**src/rtl/dmg_pkg.sv**
```systemverilog
// rtl/dmg_pkg.sv - shared types and constants for the VRAM bus arbiter
// Contents: arbiter FSM state enum, requester port ids (PPU=0, DMA=1, CPU=2),
// VRAM address width.
package dmg_pkg;

  localparam int VRAM_AW = 13;

  typedef enum logic [1:0] {
    ST_IDLE = 2'd0,
    ST_ADDR = 2'd1,
    ST_DATA = 2'd2,
    ST_ACK  = 2'd3
  } arb_state_t;

  // Also used as the bit index of each port in req/ack vectors.
  typedef enum logic [1:0] {
    PORT_PPU = 2'd0,
    PORT_DMA = 2'd1,
    PORT_CPU = 2'd2
  } port_id_t;

endpackage

```
**src/rtl/vram_bus_arbiter_if.sv**
```systemverilog
// rtl/vram_bus_arbiter_if.sv - requester ports and VRAM pins of the arbiter
// Signals: ppu/dma read ports (req, addr, ack), cpu port (req, we, addr, wdata, ack),
// shared rdata, ppu_mode3, VRAM pins (ma_out, md_out, md_drive, mcs, moe, mwr, md_in).
// Modports: master = requesters plus VRAM device side, slave = arbiter.
interface vram_bus_arbiter_if;
  import dmg_pkg::*;

  logic               ppu_req;
  logic [VRAM_AW-1:0] ppu_addr;
  logic               ppu_ack;
  logic               dma_req;
  logic [VRAM_AW-1:0] dma_addr;
  logic               dma_ack;
  logic               cpu_req;
  logic               cpu_we;
  logic [VRAM_AW-1:0] cpu_addr;
  logic [7:0]         cpu_wdata;
  logic               cpu_ack;
  logic [7:0]         rdata;
  logic               ppu_mode3;
  logic [VRAM_AW-1:0] ma_out;
  logic [7:0]         md_out;
  logic               md_drive;
  logic               mcs;
  logic               moe;
  logic               mwr;
  logic [7:0]         md_in;

  modport master (
    output ppu_req, ppu_addr, dma_req, dma_addr,
    output cpu_req, cpu_we, cpu_addr, cpu_wdata, ppu_mode3, md_in,
    input  ppu_ack, dma_ack, cpu_ack, rdata,
    input  ma_out, md_out, md_drive, mcs, moe, mwr
  );

  modport slave (
    input  ppu_req, ppu_addr, dma_req, dma_addr,
    input  cpu_req, cpu_we, cpu_addr, cpu_wdata, ppu_mode3, md_in,
    output ppu_ack, dma_ack, cpu_ack, rdata,
    output ma_out, md_out, md_drive, mcs, moe, mwr
  );

endinterface

```
**src/rtl/vram_prio_enc.sv**
```systemverilog
// rtl/vram_prio_enc.sv - 3-input fixed-priority encoder (PPU > DMA > CPU)
// Ports: req[2:0] raw request levels indexed by port id, elig[2:0] eligibility
// mask, grant_valid any eligible request, grant_id winning port.
module vram_prio_enc
  import dmg_pkg::*;
(
  input  logic [2:0] req,
  input  logic [2:0] elig,
  output logic       grant_valid,
  output port_id_t   grant_id
);

  logic [2:0] live;

  always_comb begin
    live        = req & elig;
    grant_valid = |live;
    grant_id    = PORT_CPU;
    if (live[PORT_PPU]) begin
      grant_id = PORT_PPU;
    end else if (live[PORT_DMA]) begin
      grant_id = PORT_DMA;
    end
  end

endmodule

```
**src/rtl/vram_bus_arbiter.sv**
```systemverilog
// rtl/vram_bus_arbiter.sv - VRAM bus arbiter for PPU fetcher, OAM-DMA and CPU
// Ports: clk1 (rising edge), reset (async, active-high), bus (vram_bus_arbiter_if.slave).
// Each access runs IDLE -> ADDR -> DATA -> ACK; ack appears 3 cycles after the
// request is seen in IDLE. Optional build macro DMG_VRAM_LOCK_EN: while ppu_mode3
// or dma_req is high, a winning CPU request is answered in ACK without touching
// the bus (reads return 8'hFF, writes are dropped).
module vram_bus_arbiter
  import dmg_pkg::*;
(
  input logic               clk1,
  input logic               reset,
  vram_bus_arbiter_if.slave bus
);

  arb_state_t         state, state_nxt;
  port_id_t           winner_q;
  port_id_t           grant_id;
  logic               grant_valid;
  logic [VRAM_AW-1:0] addr_q, sel_addr;
  logic               we_q, sel_we;
  logic [7:0]         wdata_q, rdata_q;
  logic [2:0]         req_vec, ack_vec, elig;
  logic               bypass;
  logic               bus_phase;

  assign req_vec = {bus.cpu_req, bus.dma_req, bus.ppu_req};
  // A port whose ack is high this cycle is finishing and must not re-win.
  assign elig    = ~ack_vec;

  vram_prio_enc u_prio_enc (
    .req         (req_vec),
    .elig        (elig),
    .grant_valid (grant_valid),
    .grant_id    (grant_id)
  );

`ifdef DMG_VRAM_LOCK_EN
  assign bypass = (grant_id == PORT_CPU) && (bus.ppu_mode3 || bus.dma_req);
`else
  logic unused_mode3;
  assign bypass       = 1'b0;
  assign unused_mode3 = bus.ppu_mode3;
`endif

  always_comb begin
    sel_addr = bus.cpu_addr;
    case (grant_id)
      PORT_PPU: sel_addr = bus.ppu_addr;
      PORT_DMA: sel_addr = bus.dma_addr;
      default:  sel_addr = bus.cpu_addr;
    endcase
  end

  assign sel_we = (grant_id == PORT_CPU) && bus.cpu_we;

  always_ff @(posedge clk1 or posedge reset) begin
    if (reset) begin
      state <= ST_IDLE;
    end else begin
      state <= state_nxt;
    end
  end

  always_comb begin
    state_nxt = state;
    case (state)
      ST_IDLE: if (grant_valid) state_nxt = bypass ? ST_ACK : ST_ADDR;
      ST_ADDR: state_nxt = ST_DATA;
      ST_DATA: state_nxt = ST_ACK;
      ST_ACK:  state_nxt = ST_IDLE;
      default: state_nxt = ST_IDLE;
    endcase
  end

  // Address/we/wdata are only reloaded for real bus cycles so ma_out keeps its
  // last value across a locked CPU access.
  always_ff @(posedge clk1 or posedge reset) begin
    if (reset) begin
      winner_q <= PORT_PPU;
      addr_q   <= '0;
      we_q     <= 1'b0;
      wdata_q  <= 8'h00;
      rdata_q  <= 8'h00;
    end else begin
      if (state == ST_IDLE && grant_valid) begin
        winner_q <= grant_id;
        if (!bypass) begin
          addr_q  <= sel_addr;
          we_q    <= sel_we;
          wdata_q <= bus.cpu_wdata;
        end else if (!bus.cpu_we) begin
          rdata_q <= 8'hFF;
        end
      end
      if (state == ST_DATA && !we_q) begin
        rdata_q <= bus.md_in;
      end
    end
  end

  always_comb begin
    ack_vec = 3'b000;
    if (state == ST_ACK) ack_vec[winner_q] = 1'b1;
  end

  assign bus_phase    = (state == ST_ADDR) || (state == ST_DATA);
  assign bus.ppu_ack  = ack_vec[PORT_PPU];
  assign bus.dma_ack  = ack_vec[PORT_DMA];
  assign bus.cpu_ack  = ack_vec[PORT_CPU];
  assign bus.rdata    = rdata_q;
  assign bus.ma_out   = addr_q;
  assign bus.mcs      = bus_phase;
  assign bus.moe      = bus_phase && !we_q;
  assign bus.mwr      = (state == ST_DATA) && we_q;
  assign bus.md_drive = bus_phase && we_q;
  assign bus.md_out   = (bus_phase && we_q) ? wdata_q : 8'h00;

endmodule

```
**src/flat_wrapper.sv**
```systemverilog
// flat-port wrapper written by rule: the top's interface ports become plain ports
module vram_bus_arbiter_flat import dmg_pkg::*;
  (clk1, reset, bus_ppu_req, bus_ppu_addr, bus_dma_req, bus_dma_addr, bus_cpu_req, bus_cpu_we, bus_cpu_addr, bus_cpu_wdata, bus_ppu_mode3, bus_md_in, bus_ppu_ack, bus_dma_ack, bus_cpu_ack, bus_rdata, bus_ma_out, bus_md_out, bus_md_drive, bus_mcs, bus_moe, bus_mwr);
  vram_bus_arbiter_if bus_i ();
  input logic clk1;
  input logic reset;
  input wire logic [$bits(bus_i.ppu_req)-1:0] bus_ppu_req;
  input wire logic [$bits(bus_i.ppu_addr)-1:0] bus_ppu_addr;
  input wire logic [$bits(bus_i.dma_req)-1:0] bus_dma_req;
  input wire logic [$bits(bus_i.dma_addr)-1:0] bus_dma_addr;
  input wire logic [$bits(bus_i.cpu_req)-1:0] bus_cpu_req;
  input wire logic [$bits(bus_i.cpu_we)-1:0] bus_cpu_we;
  input wire logic [$bits(bus_i.cpu_addr)-1:0] bus_cpu_addr;
  input wire logic [$bits(bus_i.cpu_wdata)-1:0] bus_cpu_wdata;
  input wire logic [$bits(bus_i.ppu_mode3)-1:0] bus_ppu_mode3;
  input wire logic [$bits(bus_i.md_in)-1:0] bus_md_in;
  output wire logic [$bits(bus_i.ppu_ack)-1:0] bus_ppu_ack;
  output wire logic [$bits(bus_i.dma_ack)-1:0] bus_dma_ack;
  output wire logic [$bits(bus_i.cpu_ack)-1:0] bus_cpu_ack;
  output wire logic [$bits(bus_i.rdata)-1:0] bus_rdata;
  output wire logic [$bits(bus_i.ma_out)-1:0] bus_ma_out;
  output wire logic [$bits(bus_i.md_out)-1:0] bus_md_out;
  output wire logic [$bits(bus_i.md_drive)-1:0] bus_md_drive;
  output wire logic [$bits(bus_i.mcs)-1:0] bus_mcs;
  output wire logic [$bits(bus_i.moe)-1:0] bus_moe;
  output wire logic [$bits(bus_i.mwr)-1:0] bus_mwr;
  assign bus_i.ppu_req = bus_ppu_req;
  assign bus_i.ppu_addr = bus_ppu_addr;
  assign bus_i.dma_req = bus_dma_req;
  assign bus_i.dma_addr = bus_dma_addr;
  assign bus_i.cpu_req = bus_cpu_req;
  assign bus_i.cpu_we = bus_cpu_we;
  assign bus_i.cpu_addr = bus_cpu_addr;
  assign bus_i.cpu_wdata = bus_cpu_wdata;
  assign bus_i.ppu_mode3 = bus_ppu_mode3;
  assign bus_i.md_in = bus_md_in;
  assign bus_ppu_ack = bus_i.ppu_ack;
  assign bus_dma_ack = bus_i.dma_ack;
  assign bus_cpu_ack = bus_i.cpu_ack;
  assign bus_rdata = bus_i.rdata;
  assign bus_ma_out = bus_i.ma_out;
  assign bus_md_out = bus_i.md_out;
  assign bus_md_drive = bus_i.md_drive;
  assign bus_mcs = bus_i.mcs;
  assign bus_moe = bus_i.moe;
  assign bus_mwr = bus_i.mwr;
  vram_bus_arbiter u_core (.clk1(clk1), .reset(reset), .bus(bus_i));
endmodule
```
**config.mk**
```make
export PLATFORM = sky130hd
export DESIGN_NAME = vram_bus_arbiter_flat
export DESIGN_NICKNAME = d
export VERILOG_FILES = /design/src/rtl/dmg_pkg.sv /design/src/rtl/vram_bus_arbiter_if.sv /design/src/rtl/vram_prio_enc.sv /design/src/rtl/vram_bus_arbiter.sv /design/src/flat_wrapper.sv
export SDC_FILE = /design/constraint.sdc
export NUM_CORES = 1
export LEC_CHECK = 0
export ABC_CLOCK_PERIOD_IN_PS = 1980
export CORE_UTILIZATION = 36
export DETAILED_ROUTE_END_ITERATION = 6
export PLACE_DENSITY_LB_ADDON = 0.1
export SLEW_MARGIN = 10
export SYNTH_ARGS = -nofsm -noshare
export SYNTH_HDL_FRONTEND = slang
export SYNTH_HIERARCHICAL = 1
export SYNTH_SLANG_ARGS = --single-unit
```
**constraint.sdc**
```tcl
create_clock -name clk1 -period 1.98 [get_ports clk1]
set_input_delay 0.396 -clock clk1 [delete_from_list [all_inputs] [get_ports clk1]]
set_output_delay 0.396 -clock clk1 [all_outputs]
set_load 0.005 [all_outputs]
```
==> run_results.csv, run 1 <==
group,metric,value,unit
run_status,outcome,"complete, but fails checks",
run_status,violated_checks,"setup timing",
logic_synthesis,ys_seq_area_share,43.3,%
grt,gr-usage-met3,4.76,%
timing,final-setup-viol-count,26,
logic_synthesis,post_synthesis_area_per_instance,12.5,um^2
clock_tree,postCtsHoldBufs,0,
logic_synthesis,syn_area,1970,um^2
drt,drt-wirelength-per-cell,14.3,um
logic_synthesis,synth-warning-count,6,
finish,most-common-layout-cells,"sky130_fd_sc_hd__clkdlybuf4s50_1, sky130_fd_sc_hd__dfrtp_1, sky130_fd_sc_hd__buf_4",
grt,grt.total_usage,18.0,%
placement,port-buffer-count,96,
timing,final.min_clock_period,2.11,ns
timing,unrepaired_setup_endpoints_after_global_routing,"true",
grt,initial_antenna_violation_count,0,
run,cap_viol_max_count,0,
logic_synthesis,ys_types,30,
logic_synthesis,syn-instance-count,157,
drt,post_drt_via_cell_ratio,4.77,
critical_path,cp_max_fo,6,
timing,post-route-period-util,106,%
grt,number_of_global_route_vias_before_repair,1649,
finish,fillerInstances,426,
logic_synthesis,mappedNetlistNets,223,
placement,final_weighted_congestion_of_routability_driven_global_placement,0.681,
timing,relSlewSlack,69.6,%
floorplan,floorplan.initialDensity,38.0,%
clock_tree,clkSlewWorstSetupHoldPaths,0.07,ns
finish,syn2layout_area_growth,72.9,%
critical_path,worst_setup_path_start_kind,"register",
timing,maxClockFrequency,0.474,GHz
critical_path,worstSetupEndpointType,"register",
logic_synthesis,yosys_most_used_dff,"sky130_fd_sc_hd__dfrtp_1",
power,power.total,4.69,mW
floorplan,placeableCoreArea,5170,um^2
drt,detailroute.via_count,1659,
critical_path,timing.critical_path.arrival,2.28,ns
timing,hold_violations,0,
drt,route.antenna.remaining_nets,0,
drt,drc_errors,0,
clock_tree,clk-insertion-delay-late,0.29,ns
finish,antennaDiodeCount,0,
timing,setup_tns_final,-2.17,ns
finish,final_util,65.7,%
logic_synthesis,async_reset_ff_share,100,%
clock_tree,cts_sinks,34,
grt,gr-usage-met1,20.7,%
drt,postRouteWirelength,4990,um
placement,hpwl_after_detailed_placement,3430,um
floorplan,chipWidth,75.9,um
finish,finish.net_count,343,
clock_tree,tritoncts,"yes",
floorplan,core.rowCount,26,
timing,tightest_slew,0.457,ns
floorplan,chipHeight,75.9,um
clock_tree,cts.htree.levels,2,
min_path,hold_path.class,"reg2reg",
grt,grt_overflow,0,
finish,final_common_cell,"sky130_fd_sc_hd__clkdlybuf4s50_1",
power,p_leak,1.59,nW
logic_synthesis,synth_edf_count,0,
timing,final.setup.worst_slack,-0.129,ns
floorplan,pin_count,98,
finish,drive_gt1_share,35.3,%
critical_path,required_time_of_the_critical_path,2.15,ns
grt,grt_most_used_layer,"met2",
grt,groute.layer.met2.usage,32.3,%
logic_synthesis,synth.ff_latch_count,34,
grt,grt_pass1_wl,7720,um
clock_tree,clock_path_buffers,2,
clock_tree,cts_inserted_buffers,5,
timing,clock-skew-final,0.00882,ns
timing,final_max_slew_viol_count,0,
clock_tree,cts_root_buffer,"sky130_fd_sc_hd__clkbuf_8",
drt,first_iter_violations,33,
grt,grt_max_degree,35,
drt,drt-pass1-iter-count,4,
power,vdd.ir_drop.worst,0.612,mV
floorplan,die_area,5760,um^2
critical_path,worst-setup-path-type,"reg2reg",
power,power-per-cell-area,1380,nW/um^2
## cells by family after synthesis
logic type | after synthesis | share of synthesized area, %
AO/OA/AOI/OAI | 29 | 15.5
adder cells (fa/ha/maj) | 4 | 2.55
buffers and inverters | 19 | 6.49
flip-flops | 34 | 43.3
multiplexers | 33 | 19.7
AND/OR/NAND/NOR | 38 | 12.5
## worst paths after layout
kind / from / endpoint / slack [ns] / cells after the start
max in group asynchronous: reset / u_core/bus.ma_out[9]$_DFFE_PP0P_ / 1.15 / 3
setup / recovery: u_core/state[1]$_DFFE_PP0P_ / u_core/winner_q[1]$_DFFE_PP0P_ / -0.13 / 9
hold reg to reg: u_core/wdata_q[6]$_DFFE_PP0P_ / u_core/wdata_q[6]$_DFFE_PP0P_ / 0.50 / 1
min in group asynchronous: reset / u_core/bus.ma_out[10]$_DFFE_PP0P_ / 0.51 / 3
hold / removal: u_core/wdata_q[6]$_DFFE_PP0P_ / u_core/wdata_q[6]$_DFFE_PP0P_ / 0.50 / 1
setup reg to reg: u_core/state[1]$_DFFE_PP0P_ / u_core/winner_q[1]$_DFFE_PP0P_ / -0.13 / 9
## where the power goes
group / leakage (nW) / internal, mW / switching [mW] / total, mW
Sequential: 0.410 / 1.05 / 0.186 / 1.23
Combinational: 1.13 / 1.81 / 1.02 / 2.82
Clock: 0.0514 / 0.376 / 0.261 / 0.637
Total: 1.59 / 3.23 / 1.46 / 4.69
## registers in the layout, indices dropped and copies added (netlist names)
register           count
u_core/bus.ma_out     13
u_core/bus.rdata       8
u_core/wdata_q         8
u_core/state           2
u_core/winner_q        2
u_core/we_q            1
## cell usage after synthesis (all sizes together), types with 2 or more instances
library cell | count | area, um^2
a21bo | 13 | 130
nand2 | 5 | 21.3
and2 | 2 | 12.5
mux2i | 14 | 140
nand4 | 13 | 81.3
nand3b | 2 | 27.5
nor2b | 2 | 12.5
o211ai | 13 | 148
and3 | 8 | 50.1
dfrtp | 34 | 851
mux2 | 19 | 248
inv | 5 | 18.8
clkbuf | 2 | 7.51
ha | 4 | 50.1
nor2 | 2 | 7.51
buf | 12 | 101
## area by class of cell
cell class                 count  area [um^2]  area share [%]
clock buffer                   6         72.6            2.14
clock inverter                 2         37.5            1.10
inverter                       5         18.8           0.552
multi-input combinational    105         1060            31.3
sequential                    34          851            25.0
tap                           70         87.6            2.58
timing repair buffer         126         1270            37.3
## through the flow
step / hold WS, ns / setup WS [ns] / std cells / instance area, um^2
floorplan: 0.471 / -0.00147 / 157 / 1980
global placement: 0.481 / -0.0231 / 323 / 3050
detailed placement: 0.486 / -0.0328 / 323 / 3050
CTS: 0.507 / -0.145 / 341 / 3300
global route: 0.516 / -0.206 / 348 / 3400
finish: 0.502 / -0.129 / 348 / 3400
## per-layer routing
layer  share of wire (%)  up-vias
met5                   0        -
met4                0.92        0
met3                 6.0        6
met2                  50       50
met1                  43      783
li1                    -      820
## timing repair
action / in CTS / in global routing
hold endpoints to repair: 0 / 0
resized for setup: 28 / 27
pin swaps: 6 / 2
endpoints found under the setup margin: 20 / 38
cloned: 1 / 1
setup buffers: 9 / 6
## worst max-delay path, stage by stage, from the launching register on
cell	delay [ns]
sky130_fd_sc_hd__dfrtp_1	0.38
sky130_fd_sc_hd__buf_6	0.12
sky130_fd_sc_hd__ha_4	0.13
sky130_fd_sc_hd__or3b_4	0.38
sky130_fd_sc_hd__buf_6	0.13
sky130_fd_sc_hd__a22oi_2	0.18
sky130_fd_sc_hd__nand2_4	0.12
sky130_fd_sc_hd__nand2_4	0.12
sky130_fd_sc_hd__buf_12	0.13
sky130_fd_sc_hd__mux2_4	0.29
No activity file was read; power rests on OpenSTA's default activity.
==> run 2: changes to the inputs <==
Settings changed: CAP_MARGIN set to 20, RECOVER_POWER set to 25.
==> run 2 against run 1 <==
Effect of this change:
- the run still ends with setup timing left
- register-to-register slack hardly changed
- final cell count is the same
- global-route usage unchanged
- total power about the same
- sequential power about the same
==> run_results.csv, run 2 (same netlist as run 1, synthesis figures left out) <==
group,metric,value,unit
floorplan,chipWidth,75.9,um
placement,hpwl_after_detailed_placement,3430,um
drt,drt-wirelength-per-cell,14.3,um
timing,final.min_clock_period,2.11,ns
drt,topRoutingLayerUsed,"met4",
finish,drive_gt1_share,35.3,%
drt,detailroute.via_count,1659,
critical_path,cp_max_fo,6,
critical_path,timing.critical_path.slowest_stage_cell,"sky130_fd_sc_hd__dfrtp_1",
clock_tree,clock_path_buffers,2,
min_path,hold_path.class,"reg2reg",
finish,most-common-layout-cells,"sky130_fd_sc_hd__clkdlybuf4s50_1, sky130_fd_sc_hd__dfrtp_1, sky130_fd_sc_hd__buf_4",
drt,route.layer.met1.wl,2160,um
floorplan,floorplan.initialDensity,38.0,%
run_status,outcome,"complete, but fails checks",
critical_path,r2r_end,"u_core/winner_q[1]$_DFFE_PP0P_",
timing,final-setup-viol-count,26,
finish,fin_cells,348,
critical_path,crit_path_max_incr_delay,0.38,ns
grt,initial_antenna_violation_count,0,
min_path,worst_hold_startpoint,"u_core/wdata_q[6]$_DFFE_PP0P_",
drt,route.antenna.remaining_nets,0,
power,p_leak,1.59,nW
finish,multi_input_comb_area,1060,um^2
clock_tree,clk-insertion-delay-late,0.29,ns
critical_path,worstSetupEndpointType,"register",
grt,number_of_global_route_vias_before_repair,1649,
finish,fillerInstances,427,
finish,largest_reg_flops,13,
critical_path,path_cells,"buf_6 > ha_4 > or3b_4 > buf_6 > a22oi_2 > nand2_4 > nand2_4 > buf_12 > mux2_4",
floorplan,chipHeight,75.9,um
finish,final_common_cell,"sky130_fd_sc_hd__clkdlybuf4s50_1",
clock_tree,cts_sinks,34,
finish,antennaDiodeCount,0,
drt,detailroute.wirelength.met2,2480,um
placement,port-buffer-count,96,
floorplan,die_area,5760,um^2
floorplan,pin_count,98,
min_path,timing.hold.worst_endpoint,"u_core/wdata_q[6]$_DFFE_PP0P_",
timing,setup_tns_final,-2.17,ns
finish,syn2layout_area_growth,72.8,%
grt,grt.total_usage,18.0,%
critical_path,required_time_of_the_critical_path,2.15,ns
finish,finish.net_count,343,
timing,final_max_slew_viol_count,0,
critical_path,timing.critical_path.arrival,2.28,ns
critical_path,worst-setup-path-type,"reg2reg",
run_status,violated_checks,"setup timing",
drt,drc_errors,0,
clock_tree,postCtsHoldBufs,0,
drt,first_iter_violations,33,
power,vdd.ir_drop.worst,0.612,mV
timing,maxClockFrequency,0.474,GHz
run,cap_viol_max_count,0,
clock_tree,cts_root_buffer,"sky130_fd_sc_hd__clkbuf_8",
placement,final_weighted_congestion_of_routability_driven_global_placement,0.681,
timing,relSlewSlack,41.0,%
grt,grt_pass1_wl,7720,um
clock_tree,clkSlewWorstSetupHoldPaths,0.07,ns
critical_path,setup.reg_to_reg.worst_slack,-0.13,ns
critical_path,reg2reg_from,"u_core/state[1]$_DFFE_PP0P_",
timing,hold_violations,0,
floorplan,core.rowCount,26,
grt,grt_overflow,0,
clock_tree,cts_inserted_buffers,5,
critical_path,worst-r2r-cell-count,9,
critical_path,worst_setup_path_start_kind,"register",
power,power-per-cell-area,1380,nW/um^2
min_path,hold_path_depth,1,
clock_tree,cts.htree.levels,2,
clock_tree,tritoncts,"yes",
timing,tightest_slew,0.885,ns
drt,postRouteWirelength,4990,um
timing,post-route-period-util,106,%
drt,wl_met3,297,um
timing,final.setup.worst_slack,-0.129,ns
finish,register_area,851,um^2
timing,unrepaired_setup_endpoints_after_global_routing,"true",
grt,grt_max_degree,35,
timing,clock-skew-final,0.00882,ns
drt,drt-pass1-iter-count,4,
placement,post-place-cells,323,
drt,post_drt_via_cell_ratio,4.77,
floorplan,placeableCoreArea,5170,um^2
[run 2: cell count changes in the layout (fill, tap and decap cells not counted)]
cell                              change
sky130_fd_sc_hd__buf_4                -1
sky130_fd_sc_hd__clkbuf_2             +1
sky130_fd_sc_hd__clkdlybuf4s50_1      -1
sky130_fd_sc_hd__dlygate4sd3_1        +1
[run 2: worst max-delay path, delay by kind of cell, from the launching register on]
kind | cells | cell delay (ns)
AOI/OAI and AO/OA | 1 | 0.18
and+or+nand+nor | 3 | 0.62
buffers and inverters | 3 | 0.38
muxes | 1 | 0.29
adders and majority gates | 1 | 0.13
DFF | 1 | 0.38
[run 2: layout make-up]
class	count	area share, %
Clock buffer	6	2.14
Sequential cell	34	25.1
Inverter	5	0.553
Timing Repair Buffer	126	37.3
Multi-Input combinational cell	105	31.3
Clock inverter	2	1.11
Tap cell	70	2.58
[run 2: how the worst max path moves through the flow]
stage                           startpoint                             end  slack [ns]
5_1_grt        u_core/state[1]$_DFFE_PP0P_  u_core/winner_q[0]$_DFFE_PP0P_       -0.21
6_report       u_core/state[1]$_DFFE_PP0P_  u_core/winner_q[1]$_DFFE_PP0P_       -0.13
4_1_cts        u_core/state[1]$_DFFE_PP0P_                    bus_md_drive       -0.15
3_5_place_dp   u_core/state[1]$_DFFE_PP0P_                   bus_md_out[6]       -0.03
2_1_floorplan  u_core/state[1]$_DFFE_PP0P_     u_core/state[1]$_DFFE_PP0P_      -0.001
3_3_place_gp   u_core/state[1]$_DFFE_PP0P_                   bus_md_out[6]       -0.02
[run 2: stage by stage]
stage / util, % / power [mW] / setup WS (ns) / hold WS [ns] / area [um^2]
after detailed placement: 59.0 / 3.71 / -0.0328 / 0.486 / 3050
final: 65.7 / 4.69 / -0.129 / 0.502 / 3400
after global routing: 65.7 / 5.02 / -0.206 / 0.516 / 3400
after global placement: 59.0 / 3.69 / -0.0231 / 0.481 / 3050
after floorplan: - / 2.66 / -0.00147 / 0.471 / 1980
after CTS: 63.9 / 4.62 / -0.145 / 0.507 / 3300
[run 2: repair_timing]
item / CTS / global route
gates cloned: 1 / 1
pin swaps: 6 / 2
resized for setup: 28 / 27
setup endpoints to repair: 20 / 38
setup buffers: 9 / 6
[run 2: report_power, final]
group / total (mW) / internal (mW) / switching, mW
Clock: 0.637 / 0.376 / 0.261
Sequential: 1.23 / 1.05 / 0.186
Combinational: 2.82 / 1.81 / 1.02
Total: 4.69 / 3.23 / 1.46
[run 2: per-layer routing]
metal | vias to the layer above | GRT usage (%)
met3 | 6 | 4.76
met4 | 0 | 5.76
met5 | - | 0
met1 | 783 | 20.7
met2 | 50 | 32.3
li1 | 820 | -
==> run 3: changes to the inputs <==
Settings changed: CORE_MARGIN set to 3.
==> run 3 against run 2 <==
Effect of this change:
- the run still ends with setup timing left
- combinational power shrank 1%
- non-clock buffer count grew 1
- via count grew 2.0%
- clock power shrank 18%
- design area shrank 0.11%
- setup slack lost 0.080 ns
- critical endpoint is now u_core/state[1]$_DFFE_PP0P_
==> run_results.csv, run 3 (same netlist as run 1, synthesis figures left out) <==
group,metric,value,unit
run_status,outcome,"complete, but fails checks",
run_status,violated_checks,"setup timing",
critical_path,timing.critical_path.arrival,2.36,ns
power,power-per-cell-area,1340,nW/um^2
critical_path,reg2reg_from,"u_core/state[1]$_DFFE_PP0P_",
clock_tree,clock_path_buffers,2,
power,vdd.ir_drop.worst,0.589,mV
clock_tree,clkSlewWorstSetupHoldPaths,0.07,ns
min_path,timing.hold.worst_endpoint,"u_core/wdata_q[0]$_DFFE_PP0P_",
power,p_leak,1.56,nW
drt,drc_errors,0,
finish,post-route-cell-area,3390,um^2
floorplan,chipHeight,79.9,um
finish,syn2layout_area_growth,72.6,%
timing,post-route-period-util,111,%
critical_path,worst-setup-path-type,"reg2reg",
critical_path,cp_max_fo,3,
finish,largest_reg_flops,13,
timing,hold_slack,0.503,ns
finish,antennaDiodeCount,0,
timing,clock-skew-final,0.00518,ns
clock_tree,postCtsHoldBufs,0,
power,power.total,4.55,mW
placement,hpwl_after_detailed_placement,3580,um
critical_path,worst_setup_path_start_kind,"register",
placement,dpl_cell_area,3050,um^2
timing,unrepaired_setup_endpoints_after_global_routing,"true",
drt,drt-pass1-iter-count,4,
critical_path,required_time_of_the_critical_path,2.15,ns
finish,final_common_cell,"sky130_fd_sc_hd__clkdlybuf4s50_1",
timing,final-setup-viol-count,35,
drt,post_drt_via_cell_ratio,4.85,
finish,drive_gt1_share,35.1,%
timing,final.setup.worst_slack,-0.209,ns
run,cap_viol_max_count,0,
critical_path,r2r_end,"u_core/state[1]$_DFFE_PP0P_",
critical_path,worstSetupEndpointType,"register",
grt,grt.total_usage,18.1,%
clock_tree,cts_root_buffer,"sky130_fd_sc_hd__clkbuf_8",
finish,fillerInstances,432,
finish,multi_input_comb_area,1060,um^2
clock_tree,cts_inserted_buffers,5,
grt,grt_pass1_wl,8920,um
finish,finish.net_count,344,
finish,final_util,65.2,%
critical_path,worst-r2r-cell-count,8,
timing,relSlewSlack,41.7,%
timing,hold_violations,0,
min_path,hold_path_depth,1,
timing,final.min_clock_period,2.19,ns
floorplan,placeableCoreArea,5200,um^2
floorplan,floorplan.initialDensity,37.8,%
clock_tree,cts_sinks,34,
floorplan,die_area,6380,um^2
critical_path,setup.reg_to_reg.worst_slack,-0.21,ns
floorplan,core.rowCount,26,
floorplan,pin_count,98,
grt,grt_max_degree,35,
finish,register_area,851,um^2
drt,detailroute.via_count,1693,
placement,port-buffer-count,96,
drt,route.antenna.remaining_nets,0,
clock_tree,tritoncts,"yes",
placement,detailedPlace.worstSlack,-0.0545,ns
timing,maxClockFrequency,0.457,GHz
clock_tree,cts.htree.levels,2,
placement,final_weighted_congestion_of_routability_driven_global_placement,0.714,
min_path,worst_hold_startpoint,"u_core/wdata_q[0]$_DFFE_PP0P_",
timing,tightest_slew,0.875,ns
grt,number_of_global_route_vias_before_repair,1837,
drt,postRouteWirelength,5390,um
finish,most-common-layout-cells,"sky130_fd_sc_hd__clkdlybuf4s50_1, sky130_fd_sc_hd__dfrtp_1, sky130_fd_sc_hd__buf_4",
timing,final_max_slew_viol_count,0,
grt,grt_overflow,0,
min_path,hold_path.class,"reg2reg",
drt,first_iter_violations,94,
drt,drt-wirelength-per-cell,15.4,um
clock_tree,clk-insertion-delay-late,0.28,ns
floorplan,chipWidth,79.9,um
grt,initial_antenna_violation_count,0,
## run 3: changes by cell type in the layout (fill, tap and decap cells not counted), moves of 3 or more
cell / before / now
sky130_fd_sc_hd__clkdlybuf4s15_1: 3 / 0
sky130_fd_sc_hd__mux2i_2: 1 / 5
sky130_fd_sc_hd__clkdlybuf4s50_1: 80 / 88
sky130_fd_sc_hd__mux2i_1: 13 / 9
sky130_fd_sc_hd__clkbuf_2: 5 / 1
sky130_fd_sc_hd__buf_4: 16 / 19
## run 3: area by class of cell
cell class,instances,area share (%)
timing repair buffer,127,37.8
multi-input combinational,105,31.2
sequential,34,25.1
tap,70,2.58
clock buffer,7,2.55
inverter,5,0.553
clock inverter,1,0.148
## run 3: what timing repair did
| item | in CTS | in global routing |
|---|---|---|
| buffers inserted | 20 | 2 |
| gates resized for setup | 25 | 12 |
| endpoints found under the setup margin | 34 | 38 |
| gates cloned | 3 | 0 |
| pin swaps | 10 | 2 |
## run 3: where the power goes
group	internal, mW	switching (mW)
Clock	0.280	0.243
Combinational	1.78	0.998
Sequential	1.05	0.196
## run 3: metrics by stage
step / setup TNS [ns] / std cells
6_report: -3.76 / 349
5_1_grt: -5.61 / 349
4_1_cts: -3.76 / 353
3_5_place_dp: -0.371 / 323
3_3_place_gp: -0.0983 / 323
2_1_floorplan: -0.00147 / 157
## run 3: routing by layer
layer / global-route usage (%) / up-vias / part of all wire [%]
met1: 22.7 / 811 / 43
met3: 4.29 / 8 / 6.6
met4: 6.59 / 0 / 1.4
met2: 30.3 / 55 / 49
li1: - / 819 / -
met5: 0 / - / 0
## run 3: critical path: stages, from the launching register on
cell and delay, ns:
sky130_fd_sc_hd__dfrtp_1 0.38, sky130_fd_sc_hd__ha_2 0.20, sky130_fd_sc_hd__or3b_4 0.39, sky130_fd_sc_hd__buf_6 0.13, sky130_fd_sc_hd__a22oi_2 0.17, sky130_fd_sc_hd__nand2_2 0.13
sky130_fd_sc_hd__buf_6 0.14, sky130_fd_sc_hd__and2b_2 0.23, sky130_fd_sc_hd__mux2_4 0.29
## run 3: worst max path at each step
stage / start / slack, ns / endpoint
3_5_place_dp: u_core/state[1]$_DFFE_PP0P_ / -0.05 / bus_md_out[3]
6_report: u_core/state[1]$_DFFE_PP0P_ / -0.21 / u_core/state[1]$_DFFE_PP0P_
5_1_grt: u_core/state[1]$_DFFE_PP0P_ / -0.25 / u_core/state[1]$_DFFE_PP0P_
2_1_floorplan: u_core/state[1]$_DFFE_PP0P_ / -0.001 / u_core/state[1]$_DFFE_PP0P_
4_1_cts: u_core/state[1]$_DFFE_PP0P_ / -0.18 / bus_md_out[3]
3_3_place_gp: u_core/state[1]$_DFFE_PP0P_ / -0.02 / bus_md_out[3]
